===== config.mk =====
export PLATFORM = sky130hd
export DESIGN_NAME = crc_check
export DESIGN_NICKNAME = d
export VERILOG_FILES = /design/src/rtl/crc_check.sv
export SDC_FILE = /design/constraint.sdc
export NUM_CORES = 1
export LEC_CHECK = 0
export ABC_AREA = 0
export BUFFER_PORTS_ARGS = -buffer_cell sky130_fd_sc_hd__buf_4
export CORE_MARGIN = 4
export CORE_UTILIZATION = 57
export DETAILED_ROUTE_END_ITERATION = 10
export GPL_TIMING_DRIVEN = 0
export PLACE_DENSITY = 0.83
export SYNTH_ARGS = -nofsm -noshare
export SYNTH_HDL_FRONTEND = slang
export SYNTH_SLANG_ARGS = --single-unit

===== constraint.sdc =====
create_clock -name clk -period 3 [get_ports clk]
set_clock_uncertainty 0.2 [all_clocks]
set_input_delay 0.45 -clock clk [delete_from_list [all_inputs] [get_ports clk]]
set_output_delay 0.45 -clock clk [all_outputs]
set_load 0.005 [all_outputs]

===== src/rtl/crc_check.sv =====
// crc_check: serial 3-bit CRC checker; shifts the 17-bit codeword {Data, CRC}
// MSB first through a remainder register and reports the syndrome.
module crc_check (
    input  logic        clk,
    input  logic        Reset,
    input  logic        E,
    input  logic [13:0] Data,
    input  logic [2:0]  CRC,
    input  logic [3:0]  Divisor,
    output logic        Busy,
    output logic        Done,
    output logic [2:0]  Syndrome,
    output logic        Error,
    output logic [13:0] DataOut
);
    typedef enum logic [1:0] {IDLE, SHIFT, DONE} state_t;

    state_t      state_q, state_d;
    logic        e_q;
    logic [16:0] cw_q;
    logic [2:0]  div_q, r_q, r_d, syn_q;
    logic [4:0]  cnt_q;
    logic        err_q;
    logic [13:0] dout_q;
    logic        start, last;
    logic        unused;

    // x^3 is implied by the feedback tap, so Divisor[3] carries no information
    assign unused = Divisor[3];
    assign start  = E & ~e_q;
    assign last   = cnt_q == 5'd16;
    assign r_d    = {r_q[1:0], cw_q[16]} ^ (r_q[2] ? div_q : 3'b000);

    always_ff @(posedge clk) begin
        if (!Reset) begin
            state_q <= IDLE;
            e_q     <= 1'b1;
            cw_q    <= '0;
            div_q   <= '0;
            r_q     <= '0;
            cnt_q   <= '0;
            syn_q   <= '0;
            err_q   <= 1'b0;
            dout_q  <= '0;
        end else begin
            state_q <= state_d;
            e_q     <= E;
            if (state_q == IDLE && start) begin
                cw_q   <= {Data, CRC};
                div_q  <= Divisor[2:0];
                dout_q <= Data;
                r_q    <= '0;
                cnt_q  <= '0;
            end else if (state_q == SHIFT) begin
                r_q   <= r_d;
                cw_q  <= {cw_q[15:0], 1'b0};
                cnt_q <= cnt_q + 5'd1;
                if (last) begin
                    syn_q <= r_d;
                    err_q <= |r_d;
                end
            end
        end
    end

    always_comb begin
        state_d = (state_q == IDLE && start) ? SHIFT :
                  (state_q == SHIFT && last) ? DONE  :
                  (state_q == DONE)          ? IDLE  : state_q;
    end

    always_comb begin
        Busy     = state_q == SHIFT;
        Done     = state_q == DONE;
        Syndrome = syn_q;
        Error    = err_q;
        DataOut  = dout_q;
    end
endmodule


==> impl_metrics.tcl <==
set metrics [dict create \
    cp_max_fo 10 \
    layout-drive-gt1-share_pct 23.3 \
    grt_pass1_vias 1643 \
    clk_path_buf_depth 2 \
    synthesis.nets 266 \
    grt_util_all_layers_pct 22.3 \
    pin_count 44 \
    cp-end-kind "output port" \
    viasPerCell 5.40 \
    htreeDepth 2 \
    gp_congestion 0.764 \
    vias 1803 \
    hp-class "in -> reg" \
    area_delta_synth_final_pct 20.5 \
    postRouteAntennaNets 0 \
    maxSlewViolCount 0 \
    yosysMostFrequentCell "nand2_1" \
    ir_drop_mv 0.284 \
    cts_tree "done" \
    hold_viol 0 \
    rows 21 \
    synthesis.instances 240 \
    synth_edf_count 0 \
    antenna_found_initial 0 \
    first_pass_iters 4 \
    portBuffers 42 \
    status "complete, no violations" \
    start_util_pct 59.9 \
    cts_hold_buf 0 \
    path_cells "nand2b_1, buf_2, inv_2, buf_2, buf_2, buf_4" \
    drt-total-wl_um 4540 \
    synthTopCellsByArea "dfxtp_1, nand2_1, a311oi_2" \
    synth_top_cell_by_area "dfxtp_1" \
    syn_area_mm2 0.00203 \
    die_h_um 67.7 \
    grt_remaining_overflow 0 \
    dpl_worst_slack_ns 0.937 \
    yosys_most_used_dff "dfxtp_1" \
    tightest_slew_ns 0.729 \
    cts_resized 0 \
    synth_common_cells "nand2_1, dfxtp_1, nor2_1" \
    path_common_cell "buf_2" \
    critical_path_arrival_ns 1.74 \
    start_kind "flip-flop" \
    clock_sinks 49 \
    grt_max_degree 14 \
    routedWlPerCell_um 13.6 \
    power_density_mw_per_mm2 450 \
    synth_top_area_share_pct 48.3 \
    ys_seq_elements 49 \
    drt-initial-drc-count 110 \
    setup_viol 0 \
    drc 0 \
    insertion_delay_ns 0.37 \
    seq_area_frac_synth_pct 48.3 \
    die_area_mm2 0.00458 \
    finish.instance_area_mm2 0.00245 \
    max_freq_ghz 0.419 \
    numCtsBuffers 5 \
    post-cts-setup-buffers 0 \
    path_clk_slew_ns 0.12 \
    slowest_stage "dfxtp_1" \
    grt_first_pass_wirelength_um 7600 \
    period_needed_ns 2.39 \
    synth.avg_cell_area_um2 8.46 \
    num-nets-final 315 \
    hpwlAfterDp_um 3350 \
    place_area_mm2 0.00240 \
    die_w_um 67.7 \
    max_cap_viol_count 0 \
    async_flop_share_pct 0 \
    diodes 0 \
    worstSetupPathType "reg -> out" \
    yosysWarnings 0 \
    rsz0062_at_grt "no" \
    cp_data_required_time_ns 2.35 \
    p_leak_uw 0.000936 \
    cts_root_buf "clkbuf_4" \
    fin_setup_tns_ns 0 \
    core_mm2 0.00339 \
    relSlewSlack_pct 50.7 \
    fin_crit_sh_pct 79.6 \
    cpPeakStageDelay_ns 0.36 \
    setup_slack_ns 0.612 \
    synth.distinct_cells 31 \
]
==> path summary, 6_finish.rpt <==
path	endpoint	slack [ns]	startpoint	cells after the start
setup / recovery	Busy	0.61	state_q[1]	6
hold / removal	e_q	0.09	Reset	2
setup reg to reg	cw_q[2]	0.98	state_q[0]	4
hold reg to reg	DataOut[3]	0.27	DataOut[3]	2
==> per-layer routing <==
metal,vias up,wire length (um),global-route usage [%]
li1,915,-,-
met1,825,1980,29.3
met2,52,2190,35.5
met3,11,264,4.16
met4,0,97,9.87
met5,-,0,0
==> power breakdown <==
| group | internal (uW) | switching [uW] | leakage, uW | total [uW] |
|---|---|---|---|---|
| clock | 81.7 | 197 | 0.0000269 | 279 |
| sequential | 676 | 16.6 | 0.000398 | 692 |
| combinational | 59.8 | 69.8 | 0.000511 | 130 |
==> registers in the layout, indices dropped and copies added, names as in the netlist <==
| signal | cells |
|---|---|
| DataOut | 14 |
| Error | 1 |
| Syndrome | 3 |
| cnt_q | 5 |
| cw_q | 17 |
| div_q | 3 |
| e_q | 1 |
| r_q | 3 |
| state_q | 2 |
==> cell type report <==
class	count	area (um2)
Sequential cell	49	981
Timing Repair Buffer	42	315
Clock inverter	1	5.00
Tap cell	46	57.6
Clock buffer	5	37.5
Fill cell	288	943
Inverter	4	15.0
Multi-Input combinational cell	169	946
Buffer	18	88.8
==> through the flow <==
stage               power (uW)  instances  hold WS [ns]  util, %
global placement           832        328         0.243     70.9
floorplan                  778        240         0.236        -
finish                    1100        334        0.0868     72.2
global route              1150        334        0.0910     72.2
detailed placement         836        328         0.251     70.9
CTS                       1100        334        0.0830     72.2
==> cell families after synthesis <==
family	count (synthesis)	share of synthesized area, %
AO/OA/AOI/OAI	49	19.3
XOR/XNOR	8	3.45
adder cells (fa/ha/maj)	2	1.23
buffers and inverters	22	5.11
flip-flops	49	48.3
AND/OR/NAND/NOR	110	22.6
==> worst max-delay path: cells and delay by family, from the launching register on <==
family / cells / cell delay, ns
buffers and inverters: 5 / 0.88
DFF: 1 / 0.36
and+or+nand+nor: 1 / 0.14
==> cells in the final DEF (no fill, tap or decap), drive strengths merged <==
| cell type | count |
|---|---|
| nor2 | 25 |
| nand2 | 71 |
| nand4 | 3 |
| a22oi | 2 |
| buf | 50 |
| o21a | 1 |
| clkbuf | 15 |
| ha | 2 |
| or4b | 2 |
| nor4bb | 1 |
| nor4b | 1 |
| inv | 4 |
| o311ai | 1 |
| dfxtp | 49 |
| a31oi | 1 |
| a311oi | 14 |
| and2 | 1 |
| xnor2 | 2 |
| nor2b | 1 |
| a211oi | 6 |
| nand2b | 2 |
| clkinv | 1 |
| o211a | 1 |
| o21ai | 1 |
| xor2 | 6 |
| a21oi | 22 |
| nand3 | 3 |
No activity file was read; power rests on OpenSTA's default activity.
